## config.mk

```make
export PLATFORM = sky130hd
export DESIGN_NAME = psx_pad_responder
export DESIGN_NICKNAME = d
export VERILOG_FILES = /design/src/rtl/psx_pad_pkg.sv /design/src/rtl/psx_pad_sync.sv /design/src/rtl/psx_pad_responder.sv
export SDC_FILE = /design/constraint.sdc
export NUM_CORES = 1
export LEC_CHECK = 0
export ABC_AREA = 1
export CORE_UTILIZATION = 54
export CTS_BUF_LIST = sky130_fd_sc_hd__clkbuf_8
export CTS_CLUSTER_DIAMETER = 40
export CTS_CLUSTER_SIZE = 25
export DETAILED_ROUTE_END_ITERATION = 8
export GPL_TIMING_DRIVEN = 0
export PLACE_DENSITY = 0.73
export SETUP_SLACK_MARGIN = 0.5
export SLEW_MARGIN = 5
export SYNTH_ARGS = -nofsm -noshare
export SYNTH_HDL_FRONTEND = slang
export SYNTH_SLANG_ARGS = --single-unit
```

## constraint.sdc

```tcl
create_clock -name clk -period 4.21 [get_ports clk]
set_input_delay 0.421 -clock clk [delete_from_list [all_inputs] [get_ports clk]]
set_output_delay 0.421 -clock clk [all_outputs]
set_load 0.005 [all_outputs]
```

## src/rtl/psx_pad_pkg.sv

```systemverilog
// Shared types and constants for the PlayStation pad responder.
//   pad_state_t   : responder FSM states
//   CMD_* / ID_*  : protocol byte values seen on ps_cmd / driven on ps_dat
//   FRAME_LEN_*   : poll length in bytes for digital and analog pads
//   resp_byte()   : pad response byte for a given byte index of the frame
package psx_pad_pkg;

   typedef enum logic [2:0] {
      IDLE,
      XFER,
      ACK_WAIT,
      ACK_PULSE,
      DONE,
      IGNORE
   } pad_state_t;

   localparam logic [7:0] CMD_START  = 8'h01;
   localparam logic [7:0] CMD_POLL   = 8'h42;
   localparam logic [7:0] ID_DIGITAL = 8'h41;
   localparam logic [7:0] ID_ANALOG  = 8'h73;
   localparam logic [7:0] PAD_READY  = 8'h5A;

   localparam int FRAME_LEN_DIGITAL = 5;
   localparam int FRAME_LEN_ANALOG  = 9;

   // axes packs {LY,LX,RY,RX}; the pad reports RX first.
   function automatic logic [7:0] resp_byte(
      input logic [3:0]  idx,
      input logic        analog,
      input logic [15:0] btn_n,
      input logic [31:0] axes
   );
      logic [7:0] b;
      case (idx)
         4'd0:    b = 8'hFF;
         4'd1:    b = analog ? ID_ANALOG : ID_DIGITAL;
         4'd2:    b = PAD_READY;
         4'd3:    b = btn_n[7:0];
         4'd4:    b = btn_n[15:8];
         4'd5:    b = axes[7:0];
         4'd6:    b = axes[15:8];
         4'd7:    b = axes[23:16];
         4'd8:    b = axes[31:24];
         default: b = 8'hFF;
      endcase
      return b;
   endfunction

endpackage

```

## src/rtl/psx_pad_sync.sv

```systemverilog
// Two-flop synchronizer for one asynchronous pad pin, plus edge detect.
//   clk, reset : system clock, async active-high reset
//   din        : raw pin
//   dout       : synchronized level
//   rise, fall : one-cycle pulses on synchronized edges
// RST_VAL should match the pin's idle level so reset release never
// fabricates an edge.
module psx_pad_sync #(
   parameter logic RST_VAL = 1'b1
) (
   input  logic clk,
   input  logic reset,
   input  logic din,
   output logic dout,
   output logic rise,
   output logic fall
);

   logic meta_q;
   logic sync_q;
   logic prev_q;

   always_ff @(posedge clk or posedge reset) begin
      if (reset) begin
         meta_q <= RST_VAL;
         sync_q <= RST_VAL;
         prev_q <= RST_VAL;
      end else begin
         meta_q <= din;
         sync_q <= meta_q;
         prev_q <= sync_q;
      end
   end

   assign dout = sync_q;
   assign rise = sync_q & ~prev_q;
   assign fall = ~sync_q & prev_q;

endmodule

```

## src/rtl/psx_pad_responder.sv

```systemverilog
// Pad-side responder for the DualShock serial link. Answers a host poll
// with 0xFF, ID, 0x5A, button and (analog mode) stick bytes, LSB first,
// and strobes ps_ack_n after every byte except the last.
//   clk, reset        : system clock, async active-high reset
//   ps_sel_n, ps_clk, ps_cmd : host pins (asynchronous, oversampled)
//   ps_dat, ps_dat_oe : pad data and its drive enable
//   ps_ack_n          : per-byte acknowledge, active low
//   buttons_n, axes, analog_mode : pad state, snapshotted at frame start
//   vib_small, vib_large : command bytes 3/4 of the last completed poll
//   frame_done        : one-cycle pulse when a full poll completes
//
// state     | meaning
// ----------+-----------------------------------------------------------
// IDLE      | SEL high, pad released, waiting for SEL to fall
// XFER      | shifting a byte: drive on ps_clk fall, sample on rise
// ACK_WAIT  | byte done, counting down the delay before ACK
// ACK_PULSE | ps_ack_n held low for the ACK width
// DONE      | last byte sent, drive 0xFF with no ACK until SEL rises
// IGNORE    | command not a poll, pad released until SEL rises
module psx_pad_responder
   import psx_pad_pkg::*;
#(
   parameter int CLK_HZ       = 47828000,
   parameter int ACK_DELAY_US = 4,
   parameter int ACK_WIDTH_US = 2
) (
   input  logic        clk,
   input  logic        reset,
   input  logic        ps_sel_n,
   input  logic        ps_clk,
   input  logic        ps_cmd,
   output logic        ps_dat,
   output logic        ps_dat_oe,
   output logic        ps_ack_n,
   input  logic [15:0] buttons_n,
   input  logic [31:0] axes,
   input  logic        analog_mode,
   output logic [7:0]  vib_small,
   output logic [7:0]  vib_large,
   output logic        frame_done
);

   localparam longint DELAY_RAW = (longint'(ACK_DELAY_US) * longint'(CLK_HZ)) / 64'd1000000;
   localparam longint WIDTH_RAW = (longint'(ACK_WIDTH_US) * longint'(CLK_HZ)) / 64'd1000000;
   localparam int ACK_DELAY_CYC = (DELAY_RAW < 1) ? 1 : int'(DELAY_RAW);
   localparam int ACK_WIDTH_CYC = (WIDTH_RAW < 1) ? 1 : int'(WIDTH_RAW);
   localparam int TMR_MAX = (ACK_DELAY_CYC > ACK_WIDTH_CYC) ? ACK_DELAY_CYC : ACK_WIDTH_CYC;
   localparam int TMR_W   = $clog2(TMR_MAX + 1);
   localparam logic [TMR_W-1:0] TMR_DELAY_LD = TMR_W'(ACK_DELAY_CYC - 1);
   localparam logic [TMR_W-1:0] TMR_WIDTH_LD = TMR_W'(ACK_WIDTH_CYC - 1);

   logic s_sel, sel_rise, sel_fall;
   logic s_clk, clk_rise, clk_fall;
   logic s_cmd, cmd_rise_unused, cmd_fall_unused;

   psx_pad_sync #(.RST_VAL(1'b1)) u_sync_sel (
      .clk(clk), .reset(reset), .din(ps_sel_n),
      .dout(s_sel), .rise(sel_rise), .fall(sel_fall)
   );

   psx_pad_sync #(.RST_VAL(1'b1)) u_sync_clk (
      .clk(clk), .reset(reset), .din(ps_clk),
      .dout(s_clk), .rise(clk_rise), .fall(clk_fall)
   );

   psx_pad_sync #(.RST_VAL(1'b1)) u_sync_cmd (
      .clk(clk), .reset(reset), .din(ps_cmd),
      .dout(s_cmd), .rise(cmd_rise_unused), .fall(cmd_fall_unused)
   );

   pad_state_t       state, state_nxt;
   logic [3:0]       byte_idx, byte_idx_nxt;
   logic [2:0]       bit_cnt, bit_cnt_nxt;
   logic [7:0]       tx_byte, tx_nxt;
   logic [7:0]       rx_byte, rx_nxt, rx_full;
   logic [TMR_W-1:0] timer, timer_nxt;
   logic             snap_analog, snap_analog_nxt;
   logic [15:0]      snap_btn, snap_btn_nxt;
   logic [31:0]      snap_axes, snap_axes_nxt;
   logic [7:0]       shadow_small, shadow_small_nxt;
   logic [7:0]       shadow_large, shadow_large_nxt;
   logic [7:0]       vib_small_nxt, vib_large_nxt;
   logic             frame_done_nxt;
   logic             dat_nxt, oe_nxt, ack_nxt;
   logic             last_byte;
   logic             cmd_bad;

   always_ff @(posedge clk or posedge reset) begin
      if (reset) begin
         state        <= IDLE;
         byte_idx     <= '0;
         bit_cnt      <= '0;
         tx_byte      <= 8'hFF;
         rx_byte      <= '0;
         timer        <= '0;
         snap_analog  <= 1'b0;
         snap_btn     <= 16'hFFFF;
         snap_axes    <= 32'h80808080;
         shadow_small <= '0;
         shadow_large <= '0;
         vib_small    <= '0;
         vib_large    <= '0;
         frame_done   <= 1'b0;
         ps_dat       <= 1'b1;
         ps_dat_oe    <= 1'b0;
         ps_ack_n     <= 1'b1;
      end else begin
         state        <= state_nxt;
         byte_idx     <= byte_idx_nxt;
         bit_cnt      <= bit_cnt_nxt;
         tx_byte      <= tx_nxt;
         rx_byte      <= rx_nxt;
         timer        <= timer_nxt;
         snap_analog  <= snap_analog_nxt;
         snap_btn     <= snap_btn_nxt;
         snap_axes    <= snap_axes_nxt;
         shadow_small <= shadow_small_nxt;
         shadow_large <= shadow_large_nxt;
         vib_small    <= vib_small_nxt;
         vib_large    <= vib_large_nxt;
         frame_done   <= frame_done_nxt;
         ps_dat       <= dat_nxt;
         ps_dat_oe    <= oe_nxt;
         ps_ack_n     <= ack_nxt;
      end
   end

   always_comb begin
      state_nxt        = state;
      byte_idx_nxt     = byte_idx;
      bit_cnt_nxt      = bit_cnt;
      tx_nxt           = tx_byte;
      rx_nxt           = rx_byte;
      timer_nxt        = timer;
      snap_analog_nxt  = snap_analog;
      snap_btn_nxt     = snap_btn;
      snap_axes_nxt    = snap_axes;
      shadow_small_nxt = shadow_small;
      shadow_large_nxt = shadow_large;
      vib_small_nxt    = vib_small;
      vib_large_nxt    = vib_large;
      frame_done_nxt   = 1'b0;
      dat_nxt          = ps_dat;
      oe_nxt           = ps_dat_oe;
      ack_nxt          = 1'b1;

      // Byte as it will look once the bit on the current rise is merged in.
      rx_full          = rx_byte;
      rx_full[bit_cnt] = s_cmd;

      last_byte = snap_analog ? (byte_idx == 4'(FRAME_LEN_ANALOG - 1))
                              : (byte_idx == 4'(FRAME_LEN_DIGITAL - 1));
      cmd_bad   = ((byte_idx == 4'd0) && (rx_full != CMD_START)) ||
                  ((byte_idx == 4'd1) && (rx_full != CMD_POLL));

      case (state)
         IDLE: begin
            dat_nxt      = 1'b1;
            oe_nxt       = 1'b0;
            byte_idx_nxt = '0;
            bit_cnt_nxt  = '0;
            timer_nxt    = '0;
            if (sel_fall) begin
               snap_analog_nxt = analog_mode;
               snap_btn_nxt    = buttons_n;
               snap_axes_nxt   = axes;
               tx_nxt          = 8'hFF;
               rx_nxt          = '0;
               state_nxt       = XFER;
            end
         end

         XFER: begin
            if (clk_fall) begin
               oe_nxt  = 1'b1;
               dat_nxt = tx_byte[bit_cnt];
            end else if (clk_rise) begin
               rx_nxt = rx_full;
               if (bit_cnt != 3'd7) begin
                  bit_cnt_nxt = bit_cnt + 3'd1;
               end else begin
                  bit_cnt_nxt = '0;
                  if (cmd_bad) begin
                     state_nxt = IGNORE;
                     dat_nxt   = 1'b1;
                     oe_nxt    = 1'b0;
                  end else begin
                     if (byte_idx == 4'd3) shadow_small_nxt = rx_full;
                     if (byte_idx == 4'd4) shadow_large_nxt = rx_full;
                     if (last_byte) begin
                        // In a digital frame byte 4 is last, so vib must
                        // see the value captured this very cycle.
                        vib_small_nxt  = shadow_small_nxt;
                        vib_large_nxt  = shadow_large_nxt;
                        frame_done_nxt = 1'b1;
                        tx_nxt         = 8'hFF;
                        dat_nxt        = 1'b1;
                        state_nxt      = DONE;
                     end else begin
                        byte_idx_nxt = byte_idx + 4'd1;
                        tx_nxt       = resp_byte(byte_idx + 4'd1, snap_analog,
                                                 snap_btn, snap_axes);
                        timer_nxt    = TMR_DELAY_LD;
                        state_nxt    = ACK_WAIT;
                     end
                  end
               end
            end
         end

         ACK_WAIT: begin
            if (clk_fall) begin
               // Host did not wait for ACK: serve the bit, drop the ACK.
               oe_nxt    = 1'b1;
               dat_nxt   = tx_byte[bit_cnt];
               state_nxt = XFER;
            end else if (timer == '0) begin
               timer_nxt = TMR_WIDTH_LD;
               ack_nxt   = 1'b0;
               state_nxt = ACK_PULSE;
            end else begin
               timer_nxt = timer - 1'b1;
            end
         end

         ACK_PULSE: begin
            if (clk_fall) begin
               oe_nxt    = 1'b1;
               dat_nxt   = tx_byte[bit_cnt];
               state_nxt = XFER;
            end else if (timer == '0) begin
               state_nxt = XFER;
            end else begin
               timer_nxt = timer - 1'b1;
               ack_nxt   = 1'b0;
            end
         end

         DONE: begin
            oe_nxt  = 1'b1;
            dat_nxt = 1'b1;
         end

         IGNORE: begin
            oe_nxt  = 1'b0;
            dat_nxt = 1'b1;
         end

         default: begin
            state_nxt = IDLE;
         end
      endcase

      // SEL high ends any frame; an incomplete one leaves vib_* untouched.
      if ((state != IDLE) && (s_sel || sel_rise)) begin
         state_nxt        = IDLE;
         dat_nxt          = 1'b1;
         oe_nxt           = 1'b0;
         ack_nxt          = 1'b1;
         byte_idx_nxt     = '0;
         bit_cnt_nxt      = '0;
         timer_nxt        = '0;
         frame_done_nxt   = 1'b0;
         vib_small_nxt    = vib_small;
         vib_large_nxt    = vib_large;
      end
   end

endmodule
```

-- Word-level counts from Yosys, hierarchy flattened
Index checks and enable logic that the tools add are counted.
- input port bits: 54
- register bits after elaboration: 127
- word-level logic and storage cells: 198
- output and inout port bits: 20
- order comparisons: 2
- muxes and demuxes: 84
- eq/ne operators: 42
- bitwise operators: 12
- $add $sub $neg: 3
- reduce and logical (&&, ||, !) cells: 30
- operators with widths (kind ; count):
    $mux W8 ; 21
    $pmux W8 S8 ; 1
    $mux W3 ; 15
    $pmux W8 S2 ; 2
    $pmux W8 S4 ; 1
    $ne A3 B3 Y1 const B ; 10
    $mux W1 ; 28
    $mux W4 ; 6
    $eq A4 B3 Y1 const B ; 5
    $ne A4 B4 Y1 const B ; 5
    $pmux W3 S5 ; 1
    $reduce_and A5 Y1 ; 3
    $reduce_and A7 Y1 ; 2
    $eq A4 B2 Y1 const B ; 3
    $reduce_and A6 Y1 ; 2
    $ne A2 B2 Y1 const B ; 5
    $reduce_bool A5 Y1 ; 2
    $reduce_and A9 Y1 ; 1
    $bwmux W8 ; 1
    $eq A4 B1 Y1 const B ; 2
    $eq A4 B4 Y1 const B ; 2
    $logic_not A8 Y1 ; 1
    $ne A8 B1 Y1 const B ; 1
    $ne A8 B7 Y1 const B ; 1
    other kinds (33) ; 52

-- Depth between registers and ports, before layout
- depth in word-level cells: 14
- mapped depth: 15
- mapped depth without buffers: 13

-- Hierarchy
Synthesis repeated with hierarchy kept, for this count alone.
- cell total of the unflattened synthesis: 814
- area total of the unflattened synthesis: 6821.5 um^2
- by module, submodules not included (module ; sequential area each (um^2) ; cells an instance ; area each (um^2) ; times used):
    psx_pad_responder ; 3015.4 ; 790 ; 6528.8 ; 1
    psx_pad_sync ; 78.8 ; 8 ; 97.6 ; 3

-- Least setup slack after synthesis
No wires, ideal clock.
- path type: register to register
- start point: register byte_idx[0]
- end point: register tx_byte[1]
- slack: 2.272 ns
- clock period less this slack: 1.938 ns
- path buffers: 0
- cell stages (with the launch flop): 10
- data required time: 4.133 ns
- library setup time: 0.077 ns
- arrival: 1.861 ns
- cells stage by stage: dfrtp_1 -> ha_1 -> xor2_1 -> nand2_1 -> nor2_1 -> nor2_1 -> nand3_2 -> nand3_1 -> nand3_1 -> nand2_1
- cells in the longest elaborated chain, start to end: 9
- elaborated cells on any way between the ends: 26
- classes of those cells: add/sub: 1; eq/ne: 12; mux: 8; reduce/logical: 5
- ends and longest elaborated chain (element ; RTL line ; source):
    start, declared ; psx_pad_responder.sv:72 ; logic [3:0] byte_idx, byte_idx_nxt;
    start signal, assigned ; psx_pad_responder.sv:109 ; byte_idx <= byte_idx_nxt;
    $add A4 B1 Y4 ; psx_pad_responder.sv:201 ; tx_nxt = resp_byte(byte_idx + 4'd1, snap_analog,
    $eq A4 B4 Y1 (tied with other cells) ; psx_pad_pkg.sv:34 ; case (idx)
    $pmux W8 S8 ; psx_pad_pkg.sv:34 ;
    $mux W8 ; psx_pad_responder.sv:190 ; if (last_byte) begin
    $mux W8 ; psx_pad_responder.sv:183 ; if (cmd_bad) begin
    $mux W8 ; psx_pad_responder.sv:179 ; if (bit_cnt != 3'd7) begin
    $mux W8 ; psx_pad_responder.sv:177 ; end else if (clk_rise) begin
    $mux W8 ; psx_pad_responder.sv:174 ; if (clk_fall) begin
    $pmux W8 S2 ; psx_pad_responder.sv:156 ; case (state)
    end signal, assigned ; psx_pad_responder.sv:111 ; tx_byte <= tx_nxt;
    end, declared ; psx_pad_responder.sv:74 ; logic [7:0] tx_byte, tx_nxt;
Several ways; a longest one is shown, not always the timed one. The select of a mux whose other input is x is not followed.
A chain may end at the register's enable or synchronous reset.

-- Final worst setup path
- start point: register u_sync_sel.sync_q (netlist: u_sync_sel.dout)
- end point: register timer[0]
- cells in the longest elaborated chain, start to end: 5
- elaborated cells on any way between the ends: 14
- classes of those cells: eq/ne: 8; mux: 1; bitwise: 1; reduce/logical: 4
- ends and longest elaborated chain (element ; RTL line ; source):
    start, declared ; psx_pad_sync.sv:20 ; logic sync_q;
    start signal, assigned ; psx_pad_sync.sv:30 ; sync_q <= meta_q;
    $and A1 B1 Y1 ; psx_pad_sync.sv:36 ; assign rise = sync_q & ~prev_q;
    $logic_or A1 B1 Y1 * ; psx_pad_responder.sv:255 ; if ((state != IDLE) && (s_sel || sel_rise)) begin
    $logic_and A1 B1 Y1 * ; psx_pad_responder.sv:255 ;
    $ne A3 B3 Y1 (no source line) / $reduce_bool A5 Y1 (equally long branches) ; - ;
    $reduce_and A9 Y1 (no source line) ; - ;
    end signal, assigned ; psx_pad_responder.sv:113 ; timer <= timer_nxt;
    end, declared ; psx_pad_responder.sv:76 ; logic [TMR_W-1:0] timer, timer_nxt;
Mark *: on every way between the ends. The rest lies on a longest branch, timed or not.

==> results_dict.tcl <==
set metrics [dict create \
    path_buf_inv 2 \
    slew_headroom_pct 47.2 \
    dp_hpwl_um 11900 \
    io_buffers 73 \
    routedWlPerCell_um 14.8 \
    vias 5566 \
    grt_pass1_wl_um 26500 \
    synthesis.area_sq_um 6800 \
    wl_um 15800 \
    design.portCount 74 \
    swShare_pct 37.3 \
    finClkSkew_ns 0.0164 \
    worst_ep_arrival_time_ns 3.02 \
    synth_common_cells "227 x nand2_1, 89 x dfrtp_1, 68 x nand3_1" \
    drt_iter0_drc 470 \
    finalNonFillerCells 1068 \
    start_kind "flop" \
    worstHoldPathType "reg2reg" \
    die_height_um 114 \
    synth_flop_cell "dfrtp_1" \
    multi_input_area_sq_um 3180 \
    n_fill_cell 980 \
    cts-resized-gates 0 \
    die_w_um 114 \
    syn_avg_cell_area_sq_um 8.59 \
    synth_nets 860 \
    numCtsBuffers 17 \
    ff_latch_area_sq_um 3230 \
    path_clk_slew_ns 0.08 \
    cts_max_path_buffers 2 \
    wl_met1_um 7510 \
    vdd_drop_max_v 0.000374 \
    rsz0062_at_grt "no" \
    layout.nets 955 \
    seqPwrFrac_pct 39.2 \
    place_inst 1036 \
    cp_cell_sequence "clkinv_1, nor2_4, inv_1, o211ai_1, nand2_1, nor2_2, nand2_1, nand2_1, nand2_1" \
    viasPerCell 5.21 \
    cp_top_family "simple AND/OR/NAND/NOR gates" \
    cts_root_buffer "clkbuf_8" \
    powerDensity_nw_per_um2 588 \
    drcViolationCount 0 \
    endpoint_kind "flop" \
    period_needed_ns 2.68 \
    tightest_slew_ns 0.786 \
    critPathSlowestCell "dfstp_2" \
    fin_tns_setup_ns 0 \
    layout-drive-gt1-share_pct 21.3 \
    antenna_cells 0 \
    clk_latency_ns 0.46 \
    p_comb_share_pct 37.4 \
    clockPowerShare_pct 23.4 \
    slowest_delay_ns 0.60 \
    holdBufCountCts 0 \
    overflow 0 \
    areaGrowthSynthToFinish_pct 21.1 \
    die_area_sq_um 13000 \
    synth_top_area_share_pct 32.7 \
    internal-power_uw 3030 \
    cap_violations 0 \
    ys_async_sr_fraction_pct 100 \
    gp_congestion 0.903 \
    hold_viol 0 \
    cts_setup_buffers 0 \
    route.met3.wl_um 545 \
    core-area_sq_um 12200 \
    setup_viol 0 \
    route.top_layer_used "met4" \
    dpl_cell_area_sq_um 7810 \
    grt_pass1_vias 5427 \
    grt_usage_pct 26.4 \
    yosysMostFrequentCell "nand2_1" \
    ys_seq_area_share_pct 47.4 \
    initial_core_util_pct 55.9 \
    wl_met2_um 7430 \
    cts_sinks 127 \
    cts_tree "built" \
    yosysTopAreaCell "dfrtp_1" \
    maxSlewViolCount 0 \
    antenna_found_initial 0 \
    max_clock_freq_ghz 0.373 \
    p_sw_uw 1810 \
    fp-row-count 40 \
    grt_max_degree 39 \
    cp_common_cell "nand2_1" \
    design_area_sq_um 8240 \
    drtPass1Iterations 5 \
    final.period_utilization_pct 63.6 \
    power_leakage_uw 0.00388 \
    fin_util_pct 67.7 \
    ant_nets 0 \
    synth_seq_cells 127 \
    crit_path_max_fanout 9 \
    synthCells 792 \
    htree_levels 4 \
    synth_warnings 0 \
    status "finished clean" \
    synth.area.top_cells "dfrtp_1 33%, dfstp_2 15%, nand2_1 13%" \
    synth.distinct_cells 36 \
    synth-edff-count 0 \
    critPathKind "reg2reg" \
    cp.required_ns 4.55 \
    whs_ns 0.358 \
]
registers in the layout, summed over array words and instances (netlist names), 3 cells and up:
signal,cells
bit_cnt,3
byte_idx,4
rx_byte,8
shadow_large,8
shadow_small,8
snap_axes,32
snap_btn,16
state,3
timer,8
tx_byte,8
vib_large,8
vib_small,8
through the flow:
step                total power (uW)  worst slack [ns]
floorplan                       3220              2.25
global placement                3630              1.14
detailed placement              3710              1.63
CTS                             4850              1.58
global route                    5180              1.35
finish                          4840              1.53
worst paths after layout:
path | start | end | slack (ns) | cells past startpoint
max | u_sync_sel.dout | timer[0] | 1.53 | 9
min | u_sync_clk.meta_q | u_sync_clk.dout | 0.36 | 0
max reg2reg | u_sync_sel.dout | timer[0] | 1.53 | 9
min reg2reg | u_sync_clk.meta_q | u_sync_clk.dout | 0.36 | 0
max in group asynchronous | reset | ps_dat | 2.86 | 4
min in group asynchronous | reset | snap_axes[29] | 0.42 | 2
power groups by stage:
stage | clock [uW] | sequential [uW] | combinational (uW)
global placement | 0 | 1900 | 1730
finish | 1130 | 1900 | 1810
detailed placement | 0 | 1920 | 1790
floorplan | 0 | 1850 | 1370
CTS | 1150 | 1890 | 1800
global route | 1200 | 1940 | 2040
area by class of cell:
cell class	instances	share of cell area [%]
Sequential cell	127	39.2
Timing Repair Buffer	76	9.60
Buffer	22	1.87
Tap cell	168	2.55
Multi-Input combinational cell	579	38.6
Inverter	64	2.96
Clock buffer	21	3.51
Clock inverter	11	1.73
metal layers:
metal / track usage (%) / up-vias
met2: 41.9 / 133
met4: 11.2 / 0
met5: 0 / -
li1: - / 2773
met3: 5.51 / 25
met1: 35.2 / 2635
cells by family after synthesis:
logic type	after synthesis	synth area share [%]
simple gates	445	29.9
fa+ha+maj	14	2.58
buf+inv	86	5.79
compound gates	72	6.53
xor+xnor	5	0.644
flops	127	47.4
mux	43	7.12
layout by cell type (no fill, tap or decap), drive strengths merged, types with 2 or more instances in the layout:
cell type / instances
xnor2: 2
o22ai: 11
mux2: 43
dfstp: 38
clkinvlp: 3
o21ai: 45
a21oi: 13
nand3b: 16
nand3: 72
ha: 14
xor2: 3
or2: 4
dfrtp: 89
clkinv: 4
buf: 18
nand2: 256
bufinv: 3
nand4: 13
nor3: 8
clkbuf: 28
clkdlybuf4s50: 73
inv: 65
nor2: 73
Note: power is estimated with default switching activity, not from simulation.
